[config.mk]
export PLATFORM = sky130hd
export DESIGN_NAME = bcd_timekeeper
export DESIGN_NICKNAME = d
export VERILOG_FILES = /design/src/rtl/bcd_timekeeper_pkg.sv /design/src/rtl/bcd_mod_counter.sv /design/src/rtl/bcd_timekeeper.sv
export SDC_FILE = /design/constraint.sdc
export NUM_CORES = 1
export LEC_CHECK = 0
export CAP_MARGIN = 40
export CELL_PAD_IN_SITES_DETAIL_PLACEMENT = 1
export CELL_PAD_IN_SITES_GLOBAL_PLACEMENT = 1
export CORE_MARGIN = 3
export CORE_UTILIZATION = 35
export CTS_BUF_LIST = sky130_fd_sc_hd__clkbuf_16
export CTS_CLUSTER_SIZE = 16
export DETAILED_ROUTE_END_ITERATION = 16
export PLACE_DENSITY_LB_ADDON = 0.1
export SLEW_MARGIN = 0
export SYNTH_ARGS = -nofsm -noshare
export SYNTH_HDL_FRONTEND = slang
export SYNTH_HIERARCHICAL = 1
export SYNTH_SLANG_ARGS = --single-unit
[constraint.sdc]
create_clock -name clk -period 9.18 [get_ports clk]
set_input_delay 1.836 -clock clk [delete_from_list [all_inputs] [get_ports clk]]
set_output_delay 1.836 -clock clk [all_outputs]
set_load 0.01 [all_outputs]
[src/rtl/bcd_timekeeper_pkg.sv]
// Shared constants and helpers for the BCD time-of-day counter.
// Covers the packed-time layout, the per-field limits and BCD arithmetic.
package bcd_timekeeper_pkg;

  localparam int TIME_W   = 32;

  localparam int HOUR_MSB = 31;
  localparam int HOUR_LSB = 24;
  localparam int MIN_MSB  = 23;
  localparam int MIN_LSB  = 16;
  localparam int SEC_MSB  = 15;
  localparam int SEC_LSB  = 8;
  localparam int MIL_MSB  = 7;
  localparam int MIL_LSB  = 0;

  localparam logic [7:0] HOUR_LIMIT = 8'h23;
  localparam logic [7:0] MIN_LIMIT  = 8'h59;
  localparam logic [7:0] SEC_LIMIT  = 8'h59;
  localparam logic [7:0] MIL_LIMIT  = 8'h99;

  // Next two-digit BCD value, ignoring any field limit.
  function automatic logic [7:0] bcd_step(input logic [7:0] v);
    logic [7:0] r;
    if (v[3:0] == 4'd9) begin
      r = {v[7:4] + 4'd1, 4'd0};
    end else begin
      r = {v[7:4], v[3:0] + 4'd1};
    end
    return r;
  endfunction

  // Both digits decimal and the field no larger than its limit; digit-wise BCD
  // ordering matches numeric ordering once both digits are <= 9.
  function automatic logic bcd_field_ok(input logic [7:0] f, input logic [7:0] limit);
    return (f[3:0] <= 4'd9) && (f[7:4] <= 4'd9) && (f <= limit);
  endfunction

  function automatic logic time_valid(input logic [TIME_W-1:0] t);
    return bcd_field_ok(t[HOUR_MSB:HOUR_LSB], HOUR_LIMIT) &&
           bcd_field_ok(t[MIN_MSB:MIN_LSB],   MIN_LIMIT)  &&
           bcd_field_ok(t[SEC_MSB:SEC_LSB],   SEC_LIMIT)  &&
           bcd_field_ok(t[MIL_MSB:MIL_LSB],   MIL_LIMIT);
  endfunction

endpackage

[src/rtl/bcd_mod_counter.sv]
// Two-digit BCD modulo counter wrapping at LIMIT back to 00.
// Load has priority over increment, and a load suppresses the carry.
module bcd_mod_counter
  import bcd_timekeeper_pkg::*;
#(
  parameter logic [7:0] LIMIT = 8'h59
) (
  input  logic       clk,
  input  logic       rst,
  input  logic       inc,
  input  logic       load,
  input  logic [7:0] d,
  output logic [7:0] q,
  output logic       carry
);

  logic [7:0] q_r;
  logic [7:0] q_next_s;
  logic       at_limit_s;

  assign at_limit_s = (q_r == LIMIT);
  // Carry is combinational so a whole chain advances in the same tick cycle.
  assign carry      = inc & ~load & at_limit_s;
  assign q          = q_r;

  // Next-value selection: load, wrap at limit, BCD increment, or hold.
  always_comb begin
    q_next_s = q_r;
    if (load) begin
      q_next_s = d;
    end else if (inc) begin
      if (at_limit_s) begin
        q_next_s = 8'h00;
      end else begin
        q_next_s = bcd_step(q_r);
      end
    end else begin
      q_next_s = q_r;
    end
  end

  // Field register.
  always_ff @(posedge clk or posedge rst) begin
    if (rst) begin
      q_r <= 8'h00;
    end else begin
      q_r <= q_next_s;
    end
  end

endmodule

[src/rtl/bcd_timekeeper.sv]
// Hours:minutes:seconds.hundredths BCD clock with a tick prescaler and
// validated parallel load; time_out, rollover and load_err are flop outputs.
module bcd_timekeeper
  import bcd_timekeeper_pkg::*;
#(
  parameter int CLK_HZ  = 50_000_000,
  parameter int TICK_HZ = 100
) (
  input  logic              clk,
  input  logic              rst,
  input  logic [TIME_W-1:0] time_in,
  input  logic              load,
  input  logic              run_en,
  output logic [TIME_W-1:0] time_out,
  output logic              rollover,
  output logic              load_err
);

  localparam int DIV  = CLK_HZ / TICK_HZ;
  localparam int PS_W = (DIV > 1) ? $clog2(DIV) : 1;
  localparam logic [PS_W-1:0] PS_TERM = PS_W'(DIV - 1);

  logic [PS_W-1:0] ps_r;
  logic [PS_W-1:0] ps_next_s;
  logic            load_ok_s;
  logic            load_bad_s;
  logic            tick_s;
  logic            rollover_r;
  logic            load_err_r;

  logic [7:0] hour_q_s, min_q_s, sec_q_s, mil_q_s;
  logic       hour_carry_s, min_carry_s, sec_carry_s, mil_carry_s;

  assign load_ok_s  = load & time_valid(time_in);
  assign load_bad_s = load & ~time_valid(time_in);
  // Any load (accepted or rejected) swallows a tick landing in the same cycle.
  assign tick_s     = run_en & ~load & (ps_r == PS_TERM);

  // Prescaler next state: cleared by an accepted load, frozen by a rejected one.
  always_comb begin
    ps_next_s = ps_r;
    if (load_ok_s) begin
      ps_next_s = '0;
    end else if (load_bad_s) begin
      ps_next_s = ps_r;
    end else if (run_en) begin
      if (ps_r == PS_TERM) begin
        ps_next_s = '0;
      end else begin
        ps_next_s = ps_r + PS_W'(1);
      end
    end else begin
      ps_next_s = ps_r;
    end
  end

  // Prescaler register.
  always_ff @(posedge clk or posedge rst) begin
    if (rst) begin
      ps_r <= '0;
    end else begin
      ps_r <= ps_next_s;
    end
  end

  bcd_mod_counter #(.LIMIT(MIL_LIMIT)) u_mil (
    .clk   (clk),
    .rst   (rst),
    .inc   (tick_s),
    .load  (load_ok_s),
    .d     (time_in[MIL_MSB:MIL_LSB]),
    .q     (mil_q_s),
    .carry (mil_carry_s)
  );

  bcd_mod_counter #(.LIMIT(SEC_LIMIT)) u_sec (
    .clk   (clk),
    .rst   (rst),
    .inc   (mil_carry_s),
    .load  (load_ok_s),
    .d     (time_in[SEC_MSB:SEC_LSB]),
    .q     (sec_q_s),
    .carry (sec_carry_s)
  );

  bcd_mod_counter #(.LIMIT(MIN_LIMIT)) u_min (
    .clk   (clk),
    .rst   (rst),
    .inc   (sec_carry_s),
    .load  (load_ok_s),
    .d     (time_in[MIN_MSB:MIN_LSB]),
    .q     (min_q_s),
    .carry (min_carry_s)
  );

  bcd_mod_counter #(.LIMIT(HOUR_LIMIT)) u_hour (
    .clk   (clk),
    .rst   (rst),
    .inc   (min_carry_s),
    .load  (load_ok_s),
    .d     (time_in[HOUR_MSB:HOUR_LSB]),
    .q     (hour_q_s),
    .carry (hour_carry_s)
  );

  // Status pulses, aligned with the time_out update they describe.
  always_ff @(posedge clk or posedge rst) begin
    if (rst) begin
      rollover_r <= 1'b0;
      load_err_r <= 1'b0;
    end else begin
      rollover_r <= hour_carry_s;
      load_err_r <= load_bad_s;
    end
  end

  assign time_out = {hour_q_s, min_q_s, sec_q_s, mil_q_s};
  assign rollover = rollover_r;
  assign load_err = load_err_r;

endmodule
==> results of run 1 <==
==> power groups by stage <==
stage                     Clock, W  Combinational [W]  Sequential, W
after floorplan                  0          0.0000485       0.000286
after global placement           0           0.000101       0.000289
after detailed placement         0           0.000105       0.000289
after CTS                 0.000188           0.000106       0.000285
after global routing      0.000200           0.000115       0.000290
final                     0.000182           0.000104       0.000286
==> logic make-up (layout without fill, tap and decap cells) <==
| kind of cell | after synthesis | after routing | synth area share |
|---|---|---|---|
| buffers and inverters | 44 | 109 | 0.05259 |
| adders and majority gates | 17 | 17 | 0.05961 |
| DFF | 53 | 53 | 0.3717 |
| muxes | 10 | 10 | 0.02840 |
| xor gates and xnor gates | 4 | 4 | 0.009819 |
| AOI/OAI and AO/OA | 116 | 116 | 0.2227 |
| and+or+nand+nor | 149 | 149 | 0.2553 |
==> per-stage QoR <==
step                      instances  total power (W)  instance area, um2
after floorplan                 393        0.0003344                3568
after global placement          582        0.0003906                4362
after detailed placement        584        0.0003949                4382
after CTS                       591        0.0005793                4514
after global routing            591        0.0006042                4514
final                           591        0.0005723                4514
==> worst max-delay path, cell delays in order <==
cell	delay [ps]
clkdlybuf4s50_1	450
nand2b_1	540
nor2_1	610
nand4b_1	320
nor3_1	770
nand4b_1	380
nor3_1	770
nand4b_1	420
nor3_1	500
buf_2	260
nand3b_1	110
o221ai_2	170
mux2_1	340
==> sequential cells by signal, summed over array words and instances, names as in the netlist <==
name	flops
load_err	1
u_min/q	8
u_hour/q	8
u_sec/q	8
u_mil/q	8
rollover	1
ps_r	19
==> area by class of cell <==
cell class                 count  area, um2
tap                          133      166.4
multi-input combinational    296       2054
clock inverter                 2      7.507
sequential                    53       1326
timing repair buffer          73      725.7
clock buffer                   5      125.1
fill                        1153       5350
inverter                      29      108.9
==> per-layer routing <==
layer  part of all wire  global-route usage
met1               0.49              0.2736
met2               0.47              0.3228
met3              0.034             0.02529
met4             0.0066             0.03105
met5                  0                   0
==> synth_stat cells, drive strengths merged (3+ instances only) <==
cell / n / area, um2
a211oi: 3 / 22.52
a21boi: 5 / 37.54
a21oi: 24 / 123.9
a22o: 4 / 35.03
a2bb2oi: 10 / 87.58
a31oi: 5 / 31.28
a32oi: 4 / 35.03
and3b: 3 / 26.28
and4b: 8 / 83.83
buf: 14 / 75.07
dfrtp: 53 / 1326
ha: 17 / 212.7
inv: 29 / 108.9
mux2i: 9 / 90.09
nand2: 34 / 127.6
nand2b: 3 / 18.77
nand3: 17 / 85.08
nand3b: 11 / 82.58
nand4: 14 / 87.58
nand4b: 3 / 26.28
nor2: 11 / 41.29
nor2b: 11 / 68.82
nor3: 10 / 50.05
nor4: 5 / 61.31
o2111ai: 3 / 26.28
o211ai: 6 / 45.04
o21a: 4 / 30.03
o21ai: 24 / 123.9
o22ai: 5 / 31.28
o31ai: 5 / 37.54
o41ai: 4 / 35.03
or2: 3 / 18.77
or3: 4 / 25.02
xor2: 3 / 26.28
==> final timing paths <==
path                       startpoint          end  slack [ps]
setup / recovery                 load  u_hour/q[5]        1850
hold / removal               ps_r[18]     ps_r[18]         530
setup reg to reg              ps_r[5]  u_hour/q[5]        2730
hold reg to reg              ps_r[18]     ps_r[18]         530
max in group asynchronous         rst     ps_r[17]        6750
min in group asynchronous         rst   u_sec/q[4]        1970
==> flow_metrics.tcl, run 1 <==
set metrics [dict create \
    synthArstFlopShare 1.000 \
    drt-vias-per-instance 5.643 \
    grt_pass1_wl_um 18000 \
    clock-root-buffer "clkbuf_16" \
    ios 70 \
    hold_path_class "flip-flop to flip-flop" \
    gp_congestion 0.8494 \
    setup_viol 0 \
    synth_area_um2 3568 \
    status "finished, final reports clean" \
    hold_path_depth 1 \
    crit_fanout 20 \
    vdd_ir_drop_max_mv 0.06605 \
    power_density_nw_per_um2 126.8 \
    cts_sinks 53 \
    startpoint_type "input pin" \
    p_leak_nw 1.855 \
    hold-worst-slack_ps 533.6 \
    dieArea_um2 11440 \
    drt_wl_total_um 10630 \
    worst_pin_slew_ps 897.9 \
    synthCells 393 \
    p_seq_frac 0.499 \
    first_global_vias 3453 \
    reg2reg_depth 14 \
    postSynthAreaPerCell_um2 9.080 \
    die_h_um 107.0 \
    cts_setup_buffers 0 \
    clk_latency_ps 290 \
    drive_above_1_share 0.05022 \
    fmax_ghz 0.1363 \
    endpoint_kind "flip-flop" \
    p_comb_frac 0.182 \
    synthFlopType "dfrtp_1" \
    dr.pass1.iters 4 \
    core-area_um2 9864 \
    synth_edf_count 0 \
    tns_ps 0 \
    antenna_cells 0 \
    path_class "input pin to flip-flop" \
    grt_usage 0.1936 \
    maxCapViolCount 0 \
    areaGrowthSynthToFinish_pct 26.51 \
    drtIter0Drc 134 \
    path_clk_slew_ps 70 \
    hold_violations 0 \
    layout_commonest_cell "clkdlybuf4s50_1" \
    relSlewSlack 0.3968 \
    holdBufCountCts 0 \
    layout.nets 511 \
    antenna_found_initial 0 \
    drcViolationCount 0 \
    ys_ff_latch 53 \
    rsz0062_at_grt "no" \
    overflow 0 \
    wire_per_inst_um 17.99 \
    swShare 0.2847 \
    final_util 0.4576 \
    pre_cts_ws_ps 1630 \
    cts_resized 0 \
    postRouteAntennaNets 0 \
    vias 3335 \
    h-tree-depth 2 \
    post-route-period-util 0.7990 \
    finClkSkew_ps 5.003 \
    placement.io_buffers 69 \
    finalCriticalPeriod_ps 7335 \
    seq_area_frac_synth 0.3717 \
    synth_cell_types 60 \
    yosysWarnings 6 \
    clkPwrFrac 0.319 \
    p_switching_w 0.0001629 \
    numCtsBuffers 5 \
    die_x_um 107.0 \
    clockBufferDepth 2 \
    crit_arrival_ps 7500 \
    synth_fp_nets 446 \
    layout_common_cells "clkdlybuf4s50_1 (69), dfrtp_1 (53), nand2_1 (34)" \
    rows 36 \
    drv_slew 0 \
    dp_hpwl_um 7969 \
    p_int_w 0.0004093 \
    cts_tree "yes" \
    grt_start_max_net_pins 47 \
    cp.required_ps 9350 \
    start_util 0.3617 \
    fin_ws_ps 1845 \
]
(Power assumes the default switching activity.)
==> run 2, diff against run 1 <==
clock period = 6.9 ns   (was 9.18 ns; I/O delays follow)
==> flow_metrics.tcl, run 2 (synthesis results as in run 1) <==
set metrics [dict create \
    hold_path_class "flip-flop to flip-flop" \
    p_comb_frac 0.179 \
    wire_per_inst_um 17.45 \
    drt-vias-per-instance 5.581 \
    first_global_vias 3482 \
    reg2reg_depth 15 \
    p_seq_frac 0.494 \
    cts_resized 0 \
    areaGrowthSynthToFinish_pct 27.31 \
    largest_register_ff_count 19 \
    dieArea_um2 11440 \
    rsz0062_at_grt "no" \
    placement.io_buffers 69 \
    p_leak_nw 1.864 \
    fmax_ghz 0.1757 \
    die_h_um 107.0 \
    final_util 0.4606 \
    cts_sinks 53 \
    finClkSkew_ps 9.164 \
    cts_setup_buffers 0 \
    die_x_um 107.0 \
    overflow 0 \
    r2r_start "ps_r[5]" \
    antenna_found_initial 0 \
    clkPwrFrac 0.327 \
    drv_slew 0 \
    critPathLaunch "ps_r[5]" \
    dp_hpwl_um 7756 \
    h-tree-depth 2 \
    clock-root-buffer "clkbuf_16" \
    start_util 0.3617 \
    grt_pass1_wl_um 17660 \
    endpoint_kind "flip-flop" \
    relSlewSlack 0.3647 \
    core-area_um2 9864 \
    rows 36 \
    vias 3315 \
    layout_common_cells "clkdlybuf4s50_1 (69), dfrtp_1 (53), nand2_1 (34)" \
    status "finished, final reports clean" \
    dr.pass1.iters 4 \
    gp_congestion 0.8110 \
    antenna_cells 0 \
    cts_tree "yes" \
    path_delay_family "simple AND/OR/NAND/NOR gates" \
    holdBufCountCts 0 \
    grt_usage 0.1892 \
    clk_latency_ps 300 \
    worst_pin_slew_ps 945.7 \
    drcViolationCount 0 \
    clockBufferDepth 2 \
    post-route-period-util 0.8251 \
    cp.required_ps 7080 \
    grt_start_max_net_pins 47 \
    hold-worst-slack_ps 537.2 \
    path_class "flip-flop to flip-flop" \
    fin_ws_ps 1207 \
    finalCriticalPeriod_ps 5693 \
    regMostFlops "ps_r" \
    maxCapViolCount 0 \
    path_clk_slew_ps 70 \
    crit_fanout 10 \
    layout_commonest_cell "clkdlybuf4s50_1" \
    ios 70 \
    pre_cts_ws_ps 967.9 \
    crit_arrival_ps 5870 \
    tns_ps 0 \
    slowest_delay_ps 820 \
    numCtsBuffers 5 \
    p_int_w 0.0005481 \
    reg2reg_to "u_hour/q[7]" \
    drt_wl_total_um 10360 \
    power_density_nw_per_um2 169.4 \
    startpoint_type "flip-flop" \
    drtIter0Drc 107 \
    layout.nets 513 \
    drive_above_1_share 0.05857 \
    endpoint "u_hour/q[7]" \
    setup_viol 0 \
    worst_path_max_delay_cell "nor3_1" \
    crit_chain "or4b_4 -> nor4_4 -> nand2_1 -> nor2_1 -> nand4b_1 -> nor3_1 -> buf_4 -> nand4b_1 -> nor3_1 -> buf_4 -> nand4b_1 -> nor3_1 -> and4b_1 -> nand4_1 -> a221o_1" \
    swShare 0.2877 \
    crit_cells 15 \
    vdd_ir_drop_max_mv 0.08788 \
    hold_violations 0 \
    reg2reg_setup_slack_ps 1210 \
    p_switching_w 0.0002214 \
    postRouteAntennaNets 0 \
    crit_buf_inv 2 \
]
## run 2: changes by cell type in the layout (fill, tap and decap cells not counted), sizes merged
cell,change
clkinv,-1
clkinvlp,+2
buf,+2
## run 2: stage by stage
stage	cells	total power, W	area, um2
final	594	0.0007695	4543
after global routing	594	0.0008130	4543
after CTS	594	0.0007810	4543
after detailed placement	586	0.0005245	4399
after global placement	585	0.0005213	4384
after floorplan	393	0.0004449	3568
## run 2: how the worst min path moves through the flow
stage,from,to,slack (ps),depth (start not counted)
finish,ps_r[18],ps_r[18],540,1
global route,ps_r[3],ps_r[3],560,1
CTS,ps_r[3],ps_r[3],530,1
detailed placement,ps_r[3],ps_r[3],520,1
global placement,ps_r[18],ps_r[18],500,1
floorplan,ps_r[18],ps_r[18],450,1
## run 2: area by class of cell
cell class	instances	area, um2
fill	1155	5321
multi-input combinational	296	2054
sequential	53	1326
timing repair buffer	75	743.2
tap	133	166.4
clock buffer	5	125.1
inverter	29	108.9
clock inverter	3	18.77
## run 2: layer usage
layer	wire length, um	track usage	up-vias	share of wire
met5	0	0	-	0
met4	104	0.04384	0	0.010
met3	260	0.02468	7	0.025
met2	4885	0.3098	57	0.47
met1	5113	0.2666	1636	0.49
li1	-	-	1615	-
## run 2: worst reg2reg max path: stages, from the launching register on
cell and delay (ps):
dfrtp_1 450, or4b_4 580, nor4_4 470, nand2_1 280, nor2_1 460, nand4b_1 310, nor3_1 210, buf_4 200
nand4b_1 270, nor3_1 220, buf_4 190, nand4b_1 290, nor3_1 820, and4b_1 400, nand4_1 130, a221o_1 310
## run 2: power by group through the flow
stage                     registers (W)  clock network (W)   logic, W
after floorplan                0.000380                  0  0.0000645
after global placement         0.000386                  0   0.000136
after detailed placement       0.000386                  0   0.000139
after CTS                      0.000379           0.000262   0.000140
after global routing           0.000387           0.000275   0.000151
final                          0.000380           0.000252   0.000138
==> run 3, diff against run 2 <==
clock period = 5.93 ns   (was 6.9 ns; I/O delays follow)
==> flow_metrics.tcl, run 3 (synthesis results as in run 1) <==
set metrics [dict create \
    drtIter0Drc 157 \
    min_from "ps_r[18]" \
    first_global_vias 3472 \
    worst_path_max_delay_cell "nor4_4" \
    largest_register_ff_count 19 \
    rows 36 \
    setup_viol 0 \
    grt_pass1_wl_um 17600 \
    cts_setup_buffers 0 \
    placement.io_buffers 69 \
    whs_endpoint "ps_r[18]" \
    dr.pass1.iters 4 \
    finalCriticalPeriod_ps 5023 \
    fmax_ghz 0.1991 \
    status "finished, final reports clean" \
    clockBufferDepth 2 \
    layout_commonest_cell "clkdlybuf4s50_1" \
    start_util 0.3617 \
    holdBufCountCts 0 \
    wire_per_inst_um 17.73 \
    crit_cells 17 \
    regMostFlops "ps_r" \
    drv_slew 0 \
    reg2reg_to "u_hour/q[7]" \
    hold_violations 0 \
    drt_wl_total_um 10570 \
    crit_arrival_ps 5200 \
    overflow 0 \
    dp_hpwl_um 7816 \
    drcViolationCount 0 \
    hold_path_depth 1 \
    cts_sinks 53 \
    antenna_cells 0 \
    grt_start_max_net_pins 47 \
    reg2reg_setup_slack_ps 910 \
    vdd_ir_drop_max_mv 0.1199 \
    power_density_nw_per_um2 204.9 \
    drive_above_1_share 0.06263 \
    worst_pin_slew_ps 500.5 \
    path_clk_slew_ps 70 \
    crit_chain "ha_1 -> nand3_1 -> nor4_4 -> nand2_1 -> nor2_1 -> nand4b_1 -> nor3_1 -> buf_4 -> nand4b_1 -> nor3_1 -> buf_4 -> nand4b_1 -> nor3_1 -> buf_4 -> and4b_1 -> nand4_1 -> a221o_1" \
    numCtsBuffers 5 \
    hold_path_class "flip-flop to flip-flop" \
    relSlewSlack 0.6663 \
    startpoint_type "flip-flop" \
    reg2reg_depth 17 \
    clk_latency_ps 290 \
    rsz0062_at_grt "no" \
    core-area_um2 9864 \
    finClkSkew_ps 4.661 \
    areaGrowthSynthToFinish_pct 28.37 \
    cp.required_ps 6110 \
    h-tree-depth 2 \
    path_delay_family "simple AND/OR/NAND/NOR gates" \
    tns_ps 0 \
    r2r_start "ps_r[0]" \
    die_x_um 107.0 \
    cts_tree "yes" \
    postRouteAntennaNets 0 \
    layout.nets 515 \
    endpoint_kind "flip-flop" \
    post-route-period-util 0.8471 \
    grt_usage 0.1874 \
    dieArea_um2 11440 \
    crit_fanout 10 \
    slowest_delay_ps 570 \
    die_h_um 107.0 \
    drt-vias-per-instance 5.659 \
    maxCapViolCount 0 \
    clock-root-buffer "clkbuf_16" \
    p_leak_nw 1.885 \
    p_total_w 0.0009388 \
    cts_resized 0 \
    layout_common_cells "clkdlybuf4s50_1 (69), dfrtp_1 (53), nand2_1 (34)" \
    path_class "flip-flop to flip-flop" \
    vias 3373 \
    crit_buf_inv 3 \
    antenna_found_initial 0 \
    gp_congestion 0.8207 \
    ios 70 \
]
## run 3: cell count changes in the layout (fill, tap and decap cells not counted), sizes merged
| cell | change |
|---|---|
| buf | +2 |
| bufinv | +1 |
| clkinv | +1 |
| clkinvlp | -1 |
| inv | -1 |
## run 3: through the flow
| step | worst slack [ps] | cells | hold WS (ps) | util | area, um2 |
|---|---|---|---|---|---|
| 3_5_place_dp | 787.4 | 588 | 503.5 | 0.4475 | 4414 |
| 5_1_grt | 351.4 | 596 | 541.9 | 0.4644 | 4581 |
| 3_3_place_gp | 950.1 | 587 | 519.3 | 0.4460 | 4399 |
| 6_report | 906.7 | 596 | 530.8 | 0.4644 | 4581 |
| 4_1_cts | 942.6 | 596 | 523.8 | 0.4644 | 4581 |
| 2_1_floorplan | 1270 | 393 | 454.5 | - | 3568 |
## run 3: worst reg2reg max path: stages (launching register included)
cell,delay [ps]
dfrtp_1,430
ha_1,200
nand3_1,300
nor4_4,580
nand2_1,270
nor2_1,240
nand4b_1,340
nor3_1,250
buf_4,200
nand4b_1,250
nor3_1,210
buf_4,190
nand4b_1,290
nor3_1,250
buf_4,200
and4b_1,300
nand4_1,120
a221o_1,300
## run 3: how the worst max path moves through the flow
| stage | from | endpoint | slack [ps] |
|---|---|---|---|
| 2_1_floorplan | time_in[31] | u_hour/q[7] | 1270 |
| 3_3_place_gp | time_in[1] | u_hour/q[7] | 950 |
| 3_5_place_dp | time_in[1] | u_hour/q[7] | 790 |
| 4_1_cts | ps_r[0] | u_hour/q[7] | 940 |
| 5_1_grt | ps_r[0] | u_hour/q[7] | 350 |
| 6_report | ps_r[0] | u_hour/q[7] | 910 |
## run 3: where the power goes
| group | internal (W) | leakage, nW | switching, W |
|---|---|---|---|
| Clock | 0.000198 | 0.0775 | 0.000137 |
| Combinational | 0.0000886 | 1.12 | 0.0000719 |
| Sequential | 0.000394 | 0.690 | 0.0000496 |
## run 3: metal layers
layer	global-route usage	up-vias	share of wire
met5	0	-	0
met1	0.2522	1678	0.48
li1	-	1623	-
met3	0.02890	10	0.030
met4	0.04292	0	0.0089
met2	0.3179	62	0.48
## run 3: final cells by class
class	instances	area, um2
Fill cell	1126	5284
Inverter	29	108.9
Multi-Input combinational cell	296	2054
Clock buffer	5	125.1
Sequential cell	53	1326
Timing Repair Buffer	77	758.2
Clock inverter	3	41.29
Tap cell	133	166.4
